===== src/rtl/fix_tx_scheduler.sv =====
// Shares the single FIX transmit port between NUM_REQ requesters and a heartbeat
// generator: round-robin grant, hold-until-accepted, running TCP send sequence.
module fix_tx_scheduler #(
   parameter int                      PAYLOAD_LEN = 4,
   parameter int                      NUM_REQ     = 3,
   parameter int                      HB_INTERVAL = 1000,
   parameter logic [PAYLOAD_LEN*8-1:0] HB_PAYLOAD = 32'h4842_0001,
   parameter logic [31:0]             ISN         = 32'h0000_0000
) (
   input  logic                             clk,
   input  logic                             rst,
   input  logic                             enable,
   input  logic [NUM_REQ-1:0]               req_valid,
   input  logic [NUM_REQ*PAYLOAD_LEN*8-1:0] req_data,
   output logic [NUM_REQ-1:0]               req_ready,
   input  logic                             tx_ready,
   output logic [PAYLOAD_LEN*8-1:0]         tx_fix_data,
   output logic                             fix_client_valid,
   output logic [31:0]                      tx_seq,
   output logic [3:0]                       grant_id,
   output logic                             hb_sent,
   output logic                             busy
);

   localparam int DATA_W = PAYLOAD_LEN * 8;
   localparam int IDX_W  = (NUM_REQ > 1) ? $clog2(NUM_REQ) : 1;
   localparam int CNT_W  = $clog2(HB_INTERVAL);
   localparam logic [CNT_W-1:0] CNT_MAX = CNT_W'(HB_INTERVAL - 1);

   typedef enum logic [1:0] {
      IDLE,
      SEND,
      GAP
   } state_t;

   state_t           state;
   state_t           next_state;
   logic [IDX_W-1:0] rr_ptr;
   logic [IDX_W-1:0] rr_next;
   logic [IDX_W-1:0] grant_idx;
   logic [3:0]       cand;
   logic             found;
   logic [CNT_W-1:0] hb_cnt;
   logic             hb_due;
   logic             take_hb;
   logic             take_req;
   logic             accept;

   assign hb_due           = (hb_cnt == CNT_MAX);
   assign accept           = (state == SEND) && tx_ready;
   assign fix_client_valid = (state == SEND);
   assign busy             = (state != IDLE);
   assign rr_next          = (grant_idx == IDX_W'(NUM_REQ - 1)) ? '0 : grant_idx + 1'b1;

   // First pending requester at or after rr_ptr, searching upward with wrap
   always_comb begin
      found     = 1'b0;
      grant_idx = '0;
      cand      = '0;
      for (int k = 0; k < NUM_REQ; k++) begin
         cand = 4'(rr_ptr) + 4'(k);
         if (cand >= 4'(NUM_REQ)) begin
            cand = cand - 4'(NUM_REQ);
         end
         if (!found && req_valid[cand[IDX_W-1:0]]) begin
            found     = 1'b1;
            grant_idx = cand[IDX_W-1:0];
         end
      end
   end

   // Heartbeat outranks pending requests; req_ready is masked while in reset
   always_comb begin
      next_state = state;
      req_ready  = '0;
      take_hb    = 1'b0;
      take_req   = 1'b0;
      case (state)
         IDLE: begin
            if (enable) begin
               if (hb_due) begin
                  take_hb    = 1'b1;
                  next_state = SEND;
               end else if (found) begin
                  take_req             = 1'b1;
                  req_ready[grant_idx] = ~rst;
                  next_state           = SEND;
               end
            end
         end
         SEND: begin
            if (tx_ready) begin
               next_state = GAP;
            end
         end
         GAP: begin
            next_state = IDLE;
         end
         default: begin
            next_state = IDLE;
         end
      endcase
   end

   always_ff @(posedge clk or posedge rst) begin
      if (rst) begin
         state <= IDLE;
      end else begin
         state <= next_state;
      end
   end

   always_ff @(posedge clk or posedge rst) begin
      if (rst) begin
         rr_ptr      <= '0;
         tx_seq      <= ISN;
         tx_fix_data <= '0;
         grant_id    <= '0;
         hb_sent     <= 1'b0;
      end else begin
         hb_sent <= accept && (grant_id == 4'(NUM_REQ));
         if (take_hb) begin
            tx_fix_data <= HB_PAYLOAD;
            grant_id    <= 4'(NUM_REQ);
         end else if (take_req) begin
            tx_fix_data <= req_data[int'(grant_idx)*DATA_W +: DATA_W];
            grant_id    <= 4'(grant_idx);
            rr_ptr      <= rr_next;
         end
         if (accept) begin
            tx_seq <= tx_seq + 32'(PAYLOAD_LEN);
         end
      end
   end

   // Idle timer only runs outside SEND, so a heartbeat never preempts a message
   always_ff @(posedge clk or posedge rst) begin
      if (rst) begin
         hb_cnt <= '0;
      end else if (accept) begin
         hb_cnt <= '0;
      end else if (enable && (state != SEND) && !hb_due) begin
         hb_cnt <= hb_cnt + 1'b1;
      end
   end

endmodule


===== config.mk =====
export PLATFORM = sky130hd
export DESIGN_NAME = fix_tx_scheduler
export DESIGN_NICKNAME = d
export VERILOG_FILES = /design/src/rtl/fix_tx_scheduler.sv
export SDC_FILE = /design/constraint.sdc
export NUM_CORES = 1
export LEC_CHECK = 0
export CORE_MARGIN = 2
export CORE_UTILIZATION = 27
export DETAILED_ROUTE_END_ITERATION = 6
export SETUP_SLACK_MARGIN = 0.05
export SYNTH_ARGS = -nofsm -noshare
export SYNTH_HDL_FRONTEND = slang
export SYNTH_SLANG_ARGS = --single-unit

===== constraint.sdc =====
create_clock -name clk -period 6.4 [get_ports clk]
set_clock_uncertainty 0.05 [all_clocks]
set_input_delay 1.28 -clock clk [delete_from_list [all_inputs] [get_ports clk]]
set_output_delay 1.28 -clock clk [all_outputs]
set_load 0.05 [all_outputs]

==> results.sh, run 1 <==
export IMPL_cts_hold_buf=0
export IMPL_dp_final_hpwl_um=8160
export IMPL_gp_congestion=0.9045
export IMPL_cap_violations=0
export IMPL_portBuffers=172
export IMPL_antenna_found_initial=0
export IMPL_tightest_slew_ns=1.010
export IMPL_synth_area_leaders="dfrtp_1, mux2i_1, xnor2_1"
export IMPL_fp_coreArea_um2=15090
export IMPL_grt_overflow=0
export IMPL_crit_start="req_valid[1]"
export IMPL_ys_warn_count=0
export IMPL_die_h_um=127.7
export IMPL_grt_max_degree=80
export IMPL_cts_setup_buffers=0
export IMPL_vias=3414
export IMPL_synthCells=367
export IMPL_synth_seq_cells=79
export IMPL_cts_buffers=9
export IMPL_row_count=45
export IMPL_power_uw=2891
export IMPL_cp_required_ns=5.07
export IMPL_grt_pass1_vias=3491
export IMPL_cts_repair_resized=0
export IMPL_r2r_slack_ns=3.39
export IMPL_clock_sinks=79
export IMPL_synth_distinct_cells=49
export IMPL_cpMostUsedCell="clkdlybuf4s50_1"
export IMPL_pin_count=177
export IMPL_cp_slowest_stage_delay_ns=0.83
export IMPL_leakagePower_uw=0.002668
export IMPL_seq_area_frac_synth_pct=47.85
export IMPL_drtPass1Iterations=5
export IMPL_setup_viol_count_final=0
export IMPL_area_delta_synth_final_pct=51.57
export IMPL_drtIter0Drc=144
export IMPL_num_antenna_cells=0
export IMPL_hold_class="reg -> reg"
export IMPL_fin_crit_ns=5.273
export IMPL_cts_buffer_depth=2
export IMPL_wl_per_cell_um=15.27
export IMPL_finalCritPeriodShare_pct=82.39
export IMPL_hold_viol=0
export IMPL_cp_max_fo=29
export IMPL_n_fill_cell=1414
export IMPL_slew_viol_final=0
export IMPL_slew_limit_headroom_pct=32.65
export IMPL_synth_top_area_share_pct=47.85
export IMPL_final_antenna_net_count=0
export IMPL_timing_setup_tns_ns=0
export IMPL_clkTransAtPathRegs_ns=0.06
export IMPL_synth_area_per_cell_um2=11.26
export IMPL_drt_wl_total_um=11110
export IMPL_synth_area_um2=4131
export IMPL_layoutNonFillerInstCount=728
export IMPL_cts_tree="yes"
export IMPL_path_cells="clkdlybuf4s50_1, mux2i_1, o2bb2ai_2, o32a_1, nand2b_1, buf_4, nor3_1, clkdlybuf4s50_1"
export IMPL_synth_edf_count=0
export IMPL_ir_worst_vdd_mv=0.2476
export IMPL_critPathLaunchType="input pin"
export IMPL_final_core_util_pct=41.50
export IMPL_hold_start="tx_seq[11]"
export IMPL_final_layout_size_suffix_gt1_share_pct=9.074
export IMPL_power_density_nw_per_um2=461.7
export IMPL_start_util_pct=27.38
export IMPL_placedCellCount=712
export IMPL_async_reset_ff_share_pct=100.0
export IMPL_arrival_ns=3.94
export IMPL_status="complete, no violations"
export IMPL_ctsRootBufferMaster="clkbuf_16"
export IMPL_yosysTopAreaCell="dfrtp_1"
export IMPL_die_area_um2=16310
export IMPL_synth_top_flop_cell="dfrtp_1"
export IMPL_track_usage_pct=13.49
export IMPL_routed_via_density=4.690
export IMPL_drc=0
export IMPL_end_kind="output port"
export IMPL_nets=644
export IMPL_path_class="in -> out"
export IMPL_cts_htree_levels=3
export IMPL_die_width_um=127.7
export IMPL_cpMaxStageDelayCell="clkdlybuf4s50_1"
export IMPL_timing_rr_start="rr_ptr[0]"
export IMPL_rsz0062_at_grt="false"
export IMPL_grt_pass1_wl_um=17450
export IMPL_clk_latency_ns=0.34
export IMPL_fmax_ghz=0.1897
state kept, by name, indices dropped and copies added (netlist names):
name,cells
tx_fix_data,32
tx_seq,30
rr_ptr,2
state,2
hb_cnt,10
grant_id,2
hb_sent,1
per-layer routing:
metal | vias up | global-route usage, % | wire length, um
met2 | 106 | 23.12 | 5326
met3 | 19 | 2.922 | 610
met1 | 1626 | 16.18 | 4923
met4 | 0 | 6.270 | 252
li1 | 1663 | - | -
met5 | - | 0 | 0
cells by family after synthesis:
kind of cell	synth area share [%]
AO/OA/AOI/OAI	15.84
XOR/XNOR	7.844
adder cells (fa/ha/maj)	1.817
buffers and inverters	5.512
flip-flops	47.85
multiplexers	8.995
other	0.09077
AND/OR/NAND/NOR	12.05
worst paths after layout:
kind | endpoint | cells past startpoint
setup / recovery | req_ready[1] | 8
hold / removal | tx_seq[11] | 1
setup reg to reg | tx_fix_data[4] | 8
hold reg to reg | tx_seq[11] | 1
max in group asynchronous | tx_fix_data[1] | 3
min in group asynchronous | tx_fix_data[3] | 3
worst max-delay path: cells and delay by family:
kind	cells	cell delay [ns]
muxes	1	0.13
AOI/OAI and AO/OA	2	0.61
and+or+nand+nor	2	0.30
buffers and inverters	3	1.62
area by class of cell:
type / instances / area, um2 / share of cell area (%)
sequential: 79 / 1977 / 31.57
multi-input combinational: 259 / 1952 / 31.17
timing repair buffer: 176 / 1752 / 27.97
clock buffer: 10 / 239.0 / 3.816
tap: 188 / 235.2 / 3.756
clock inverter: 6 / 68.82 / 1.099
inverter: 10 / 38.79 / 0.6194
stage by stage:
step,area (um2),hold slack (ns),setup WS (ns)
final,6262,0.4448,1.127
after global routing,6262,0.4751,0.9459
after CTS,6262,0.4461,1.099
after detailed placement,5954,0.4332,1.095
after global placement,5954,0.4179,1.206
after floorplan,4143,0.4469,1.748
where the power goes:
part / leakage, uW / switching, uW / internal [uW] / total [uW]
clock network: 0.000149 / 209 / 315 / 524
registers: 0.00102 / 101 / 646 / 747
logic: 0.00149 / 1000 / 616 / 1620
total: 0.00267 / 1310 / 1580 / 2890
cell usage in the layout (no fill, tap or decap), types with 2 or more instances in the layout:
| master | instances |
|---|---|
| clkdlybuf4s50_1 | 172 |
| dfrtp_1 | 79 |
| mux2i_1 | 36 |
| xnor2_1 | 28 |
| o21ai_1 | 23 |
| nand2_1 | 19 |
| a22oi_2 | 19 |
| nor2_1 | 15 |
| and3_1 | 13 |
| nand3_1 | 12 |
| o21ai_0 | 9 |
| nand4_1 | 9 |
| xor2_1 | 9 |
| clkbuf_16 | 9 |
| a22oi_1 | 8 |
| inv_1 | 7 |
| a21oi_1 | 7 |
| ha_1 | 6 |
| o22ai_1 | 5 |
| nand2b_1 | 4 |
| and4_1 | 4 |
| nor3_1 | 4 |
| conb_1 | 4 |
| buf_4 | 4 |
| nor2b_1 | 3 |
| nand3b_1 | 2 |
| inv_2 | 2 |
| a22o_1 | 2 |
| clkinv_2 | 2 |
| clkinv_4 | 2 |
cell usage after synthesis, types with 3 or more instances:
library cell and instances:
nor2_1 15, a21oi_1 7, nand4_1 9, a22oi_1 8
o21ai_1 23, clkbuf_1 3, xor2_1 9, o22ai_1 6
ha_1 6, nor3_1 4, a22oi_2 19, xnor2_1 28
nand2_1 19, buf_4 7, buf_2 3, and3_1 13
nand2b_1 4, nor2b_1 3, mux2i_1 36, and4_1 4
o21ai_0 9, nand3_1 12, inv_1 8, dfrtp_1 79
buf_6 5
Note: power is estimated with default switching activity, not from simulation.
==> run 2: changes to the inputs <==
Clock period 6.4 ns to 4.85 ns, I/O delays scaled along.
==> results.sh, run 2 (synthesis gave the netlist of run 1 again) <==
export IMPL_antenna_found_initial=0
export IMPL_grt_max_degree=56
export IMPL_drc=0
export IMPL_cts_repair_resized=0
export IMPL_die_h_um=127.7
export IMPL_power_share_sequential_pct=25.4
export IMPL_fp_coreArea_um2=15090
export IMPL_cts_tree="yes"
export IMPL_dp_final_hpwl_um=8243
export IMPL_final_antenna_net_count=0
export IMPL_leakagePower_uw=0.002683
export IMPL_drt_wl_total_um=11190
export IMPL_gp_congestion=0.8492
export IMPL_slew_limit_headroom_pct=34.13
export IMPL_end_kind="output port"
export IMPL_die_width_um=127.7
export IMPL_routed_via_density=4.662
export IMPL_pwr_share_comb_pct=55.4
export IMPL_cpMaxStageDelayCell="clkdlybuf4s50_1"
export IMPL_finalCritPeriodShare_pct=82.56
export IMPL_cap_violations=0
export IMPL_cp_slowest_stage_delay_ns=0.48
export IMPL_clkTransAtPathRegs_ns=0.06
export IMPL_crit_buf_inv=2
export IMPL_cts_buffer_depth=2
export IMPL_start_util_pct=27.38
export IMPL_status="complete, no violations"
export IMPL_hold_class="reg -> reg"
export IMPL_grt_pass1_vias=3507
export IMPL_cp_max_fo=6
export IMPL_r2r_cells=8
export IMPL_area_delta_synth_final_pct=52.45
export IMPL_vias=3394
export IMPL_ir_worst_vdd_mv=0.3919
export IMPL_path_class="in -> out"
export IMPL_pin_count=177
export IMPL_p_int_uw=2130
export IMPL_largest_reg_flops=32
export IMPL_hold_viol=0
export IMPL_whs_ns=0.4297
export IMPL_cts_hold_buf=0
export IMPL_final_common_cell="clkdlybuf4s50_1"
export IMPL_cts_buffers=9
export IMPL_path_delay_family="buffers and inverters"
export IMPL_worst_r2r_endpoint="tx_fix_data[1]"
export IMPL_hold_start="tx_seq[31]"
export IMPL_fin_crit_ns=4.004
export IMPL_grt_overflow=0
export IMPL_clock_sinks=79
export IMPL_wl_per_cell_um=15.37
export IMPL_portBuffers=172
export IMPL_slew_viol_final=0
export IMPL_critPathLaunchType="input pin"
export IMPL_pwr_share_clk_pct=19.3
export IMPL_drtPass1Iterations=4
export IMPL_min_to="tx_seq[31]"
export IMPL_die_area_um2=16310
export IMPL_fmax_ghz=0.2497
export IMPL_largest_register="tx_fix_data"
export IMPL_top_regs="tx_fix_data x32, tx_seq x30, hb_cnt x10"
export IMPL_final_cell_mix="clkdlybuf4s50_1, dfrtp_1, mux2i_1, xnor2_1, o21ai_1"
export IMPL_setup_viol_count_final=0
export IMPL_timing_setup_tns_ns=0
export IMPL_power_density_nw_per_um2=617.3
export IMPL_final_layout_size_suffix_gt1_share_pct=9.630
export IMPL_p_switching_uw=1758
export IMPL_arrival_ns=2.98
export IMPL_row_count=45
export IMPL_p_sw_share_pct=45.22
export IMPL_timing_rr_start="rr_ptr[0]"
export IMPL_track_usage_pct=13.84
export IMPL_path_cells="clkdlybuf4s50_1, mux2i_1, o2bb2ai_2, o32a_1, or2_0, nor2_1, buf_4"
export IMPL_holdPathStages=1
export IMPL_ctsRootBufferMaster="clkbuf_16"
export IMPL_rsz0062_at_grt="false"
export IMPL_r2r_slack_ns=1.84
export IMPL_drtIter0Drc=103
export IMPL_cts_htree_levels=3
export IMPL_cts_setup_buffers=0
export IMPL_nets=644
export IMPL_cp_required_ns=3.83
export IMPL_grt_pass1_wl_um=17970
export IMPL_clk_latency_ns=0.34
export IMPL_tightest_slew_ns=0.9880
export IMPL_num_antenna_cells=0
## run 2: how the worst max path moves through the flow
stage                 startpoint      endpoint  slack, ns  depth (start not counted)
detailed placement  req_valid[1]  req_ready[2]       0.82                          7
global placement    req_valid[1]  req_ready[2]       0.92                          7
CTS                 req_valid[1]  req_ready[2]       0.83                          7
global route        req_valid[1]  req_ready[2]       0.69                          7
finish              req_valid[1]  req_ready[2]       0.85                          7
floorplan           req_valid[1]  req_ready[0]       0.82                          7
## run 2: worst reg2reg max path: cells and delay by family, from the launching register on
family	cells	cell delay (ns)
and+or+nand+nor	1	0.72
AOI/OAI and AO/OA	4	0.95
buffers and inverters	1	0.08
DFF	1	0.40
muxes	1	0.26
adders and majority gates	1	0.47
## run 2: final cells by class
cell class | count | area [um2]
clock buffers | 9 | 225.2
clock inverters | 7 | 101.3
fillers | 1431 | 8791
inverters | 10 | 38.79
multi-input cells | 259 | 1952
flip-flops and latches | 79 | 1977
well taps | 188 | 235.2
repair buffers | 176 | 1769
## run 2: per-layer routing
| layer | global-route usage, % | vias to the layer above | wire length, um |
|---|---|---|---|
| li1 | - | 1659 | - |
| met1 | 17.29 | 1614 | 4923 |
| met2 | 23.06 | 104 | 5368 |
| met3 | 3.715 | 17 | 672 |
| met4 | 4.977 | 0 | 227 |
| met5 | 0 | - | 0 |
## run 2: power groups by stage
| stage | Clock [uW] | Combinational, uW | Sequential [uW] |
|---|---|---|---|
| after floorplan | 0 | 1080 | 1520 |
| after global placement | 0 | 2140 | 988 |
| after detailed placement | 0 | 2170 | 997 |
| after CTS | 776 | 2170 | 988 |
| after global routing | 805 | 2290 | 1020 |
| final | 749 | 2150 | 986 |
## run 2: stage by stage
step           setup WS (ns)  power (uW)  utilization (%)  area (um2)  cells
2_1_floorplan         0.8183        2595                -        4143    370
3_3_place_gp          0.9203        3128            39.58        5972    712
3_5_place_dp          0.8224        3166            39.58        5972    712
4_1_cts               0.8269        3938            41.74        6299    728
5_1_grt               0.6881        4111            41.74        6299    728
6_report              0.8458        3888            41.74        6299    728
==> run 3: changes to the inputs <==
Clock period 4.85 ns to 3.7 ns, I/O delays scaled along.
==> results.sh, run 3 (synthesis gave the netlist of run 1 again) <==
export IMPL_row_count=45
export IMPL_nets=647
export IMPL_drt_wl_total_um=11370
export IMPL_fmax_ghz=0.2841
export IMPL_cts_setup_buffers=0
export IMPL_ctsRootBufferMaster="clkbuf_16"
export IMPL_drc=0
export IMPL_final_common_cell="clkdlybuf4s50_1"
export IMPL_placed_cell_area_um2=6020
export IMPL_p_sw_share_pct=46.28
export IMPL_grt_overflow=0
export IMPL_num_antenna_cells=0
export IMPL_slew_limit_headroom_pct=29.47
export IMPL_drtIter0Drc=97
export IMPL_r2r_slack_ns=0.88
export IMPL_cp_required_ns=2.91
export IMPL_tightest_slew_ns=1.050
export IMPL_finalCritPeriodShare_pct=95.12
export IMPL_fp_coreArea_um2=15090
export IMPL_n_fill_cell=1436
export IMPL_start_util_pct=27.38
export IMPL_hold_start="tx_seq[31]"
export IMPL_cts_buffer_depth=2
export IMPL_final_layout_size_suffix_gt1_share_pct=10.31
export IMPL_path_class="reg -> out"
export IMPL_layout_setup_ws_ns=0.1804
export IMPL_clkTransAtPathRegs_ns=0.06
export IMPL_cts_htree_levels=3
export IMPL_ir_worst_vdd_mv=0.4285
export IMPL_area_delta_synth_final_pct=52.70
export IMPL_top_regs="tx_fix_data x32, tx_seq x30, hb_cnt x10"
export IMPL_cts_hold_buf=0
export IMPL_setup_viol_count_final=0
export IMPL_cap_violations=0
export IMPL_leakagePower_uw=0.002685
export IMPL_final_antenna_net_count=0
export IMPL_antenna_found_initial=0
export IMPL_cts_buffers=9
export IMPL_p_int_uw=2682
export IMPL_end_kind="output port"
export IMPL_arrival_ns=2.73
export IMPL_pwr_share_comb_pct=57.1
export IMPL_dp_final_hpwl_um=8369
export IMPL_hold_viol=0
export IMPL_holdPathStages=1
export IMPL_power_density_nw_per_um2=791.5
export IMPL_fin_crit_ns=3.520
export IMPL_die_area_um2=16310
export IMPL_hold_class="reg -> reg"
export IMPL_wl_per_cell_um=15.56
export IMPL_design_area_um2=6309
export IMPL_vias=3471
export IMPL_clk_latency_ns=0.34
export IMPL_slew_viol_final=0
export IMPL_register_area_um2=1977
export IMPL_pwr_share_clk_pct=17.1
export IMPL_portBuffers=172
export IMPL_clock_sinks=79
export IMPL_min_to="tx_seq[31]"
export IMPL_cts_repair_resized=0
export IMPL_grt_pass1_vias=3588
export IMPL_routed_via_density=4.748
export IMPL_p_switching_uw=2311
export IMPL_multi_input_comb_area_um2=1954
export IMPL_largest_register="tx_fix_data"
export IMPL_timing_rr_start="rr_ptr[0]"
export IMPL_rsz0062_at_grt="false"
export IMPL_drtPass1Iterations=4
export IMPL_final_cell_mix="clkdlybuf4s50_1, dfrtp_1, mux2i_1, xnor2_1, o21ai_1"
export IMPL_grt_max_degree=80
export IMPL_place_ws_ns=0.2127
export IMPL_r2r_cells=8
export IMPL_whs_ns=0.4206
export IMPL_cts_tree="yes"
export IMPL_status="complete, no violations"
export IMPL_largest_reg_flops=32
export IMPL_critPathLaunchType="register"
export IMPL_cp_max_fo=6
export IMPL_pin_count=177
export IMPL_power_share_sequential_pct=25.9
export IMPL_die_h_um=127.7
export IMPL_die_width_um=127.7
export IMPL_track_usage_pct=13.72
export IMPL_worst_r2r_endpoint="tx_fix_data[22]"
export IMPL_gp_congestion=0.8496
export IMPL_grt_pass1_wl_um=17890
[run 3: changes by cell type in the layout (fill, tap and decap cells not counted), sizes merged]
| cell | change |
|---|---|
| buf | +3 |
| clkinv | +1 |
| inv | +1 |
| bufinv | -2 |
[run 3: metrics by stage]
step | std cells | setup TNS [ns] | power, uW | utilization (%)
2_1_floorplan | 370 | -0.1147 | 3402 | -
3_5_place_dp | 715 | 0 | 4186 | 39.89
4_1_cts | 731 | 0 | 5061 | 41.79
6_report | 731 | 0 | 4993 | 41.81
5_1_grt | 731 | 0 | 5287 | 41.81
3_3_place_gp | 715 | 0 | 4116 | 39.89
[run 3: worst max-delay path by stage]
stage | start | end | cells past startpoint | slack [ns]
floorplan | rr_ptr[0] | req_ready[0] | 10 | -0.06
global placement | req_valid[2] | req_ready[0] | 7 | 0.29
detailed placement | req_valid[1] | req_ready[0] | 7 | 0.21
CTS | rr_ptr[0] | req_ready[2] | 8 | 0.1
global route | rr_ptr[1] | req_ready[2] | 8 | 0.05
finish | rr_ptr[1] | req_ready[2] | 8 | 0.18
[run 3: layout make-up]
cell class	instances	share of cell area (%)
Timing Repair Buffer	179	28.80
Tap cell	188	3.729
Clock inverter	7	0.9718
Multi-Input combinational cell	259	30.98
Sequential cell	79	31.34
Clock buffer	9	3.570
Inverter	10	0.6148
[run 3: per-layer routing]
layer,part of all wire (%),track usage (%),up-vias
li1,-,-,1666
met1,44,16.65,1681
met2,49,23.50,106
met3,5.5,3.047,18
met4,2.4,5.882,0
met5,0,0,-
[run 3: power by group through the flow]
stage / clock network [uW] / registers [uW] / logic (uW)
detailed placement: 0 / 1310 / 2880
global placement: 0 / 1290 / 2820
global route: 932 / 1320 / 3030
floorplan: 0 / 1990 / 1410
CTS: 887 / 1290 / 2880
finish: 853 / 1290 / 2850
[run 3: critical path, stage by stage (launching register included)]
cell	delay, ns
dfrtp_1	0.40
inv_1	0.10
ha_1	0.35
mux2i_1	0.34
o2bb2ai_2	0.16
o32a_1	0.43
or2_0	0.26
nor2_1	0.19
buf_12	0.17
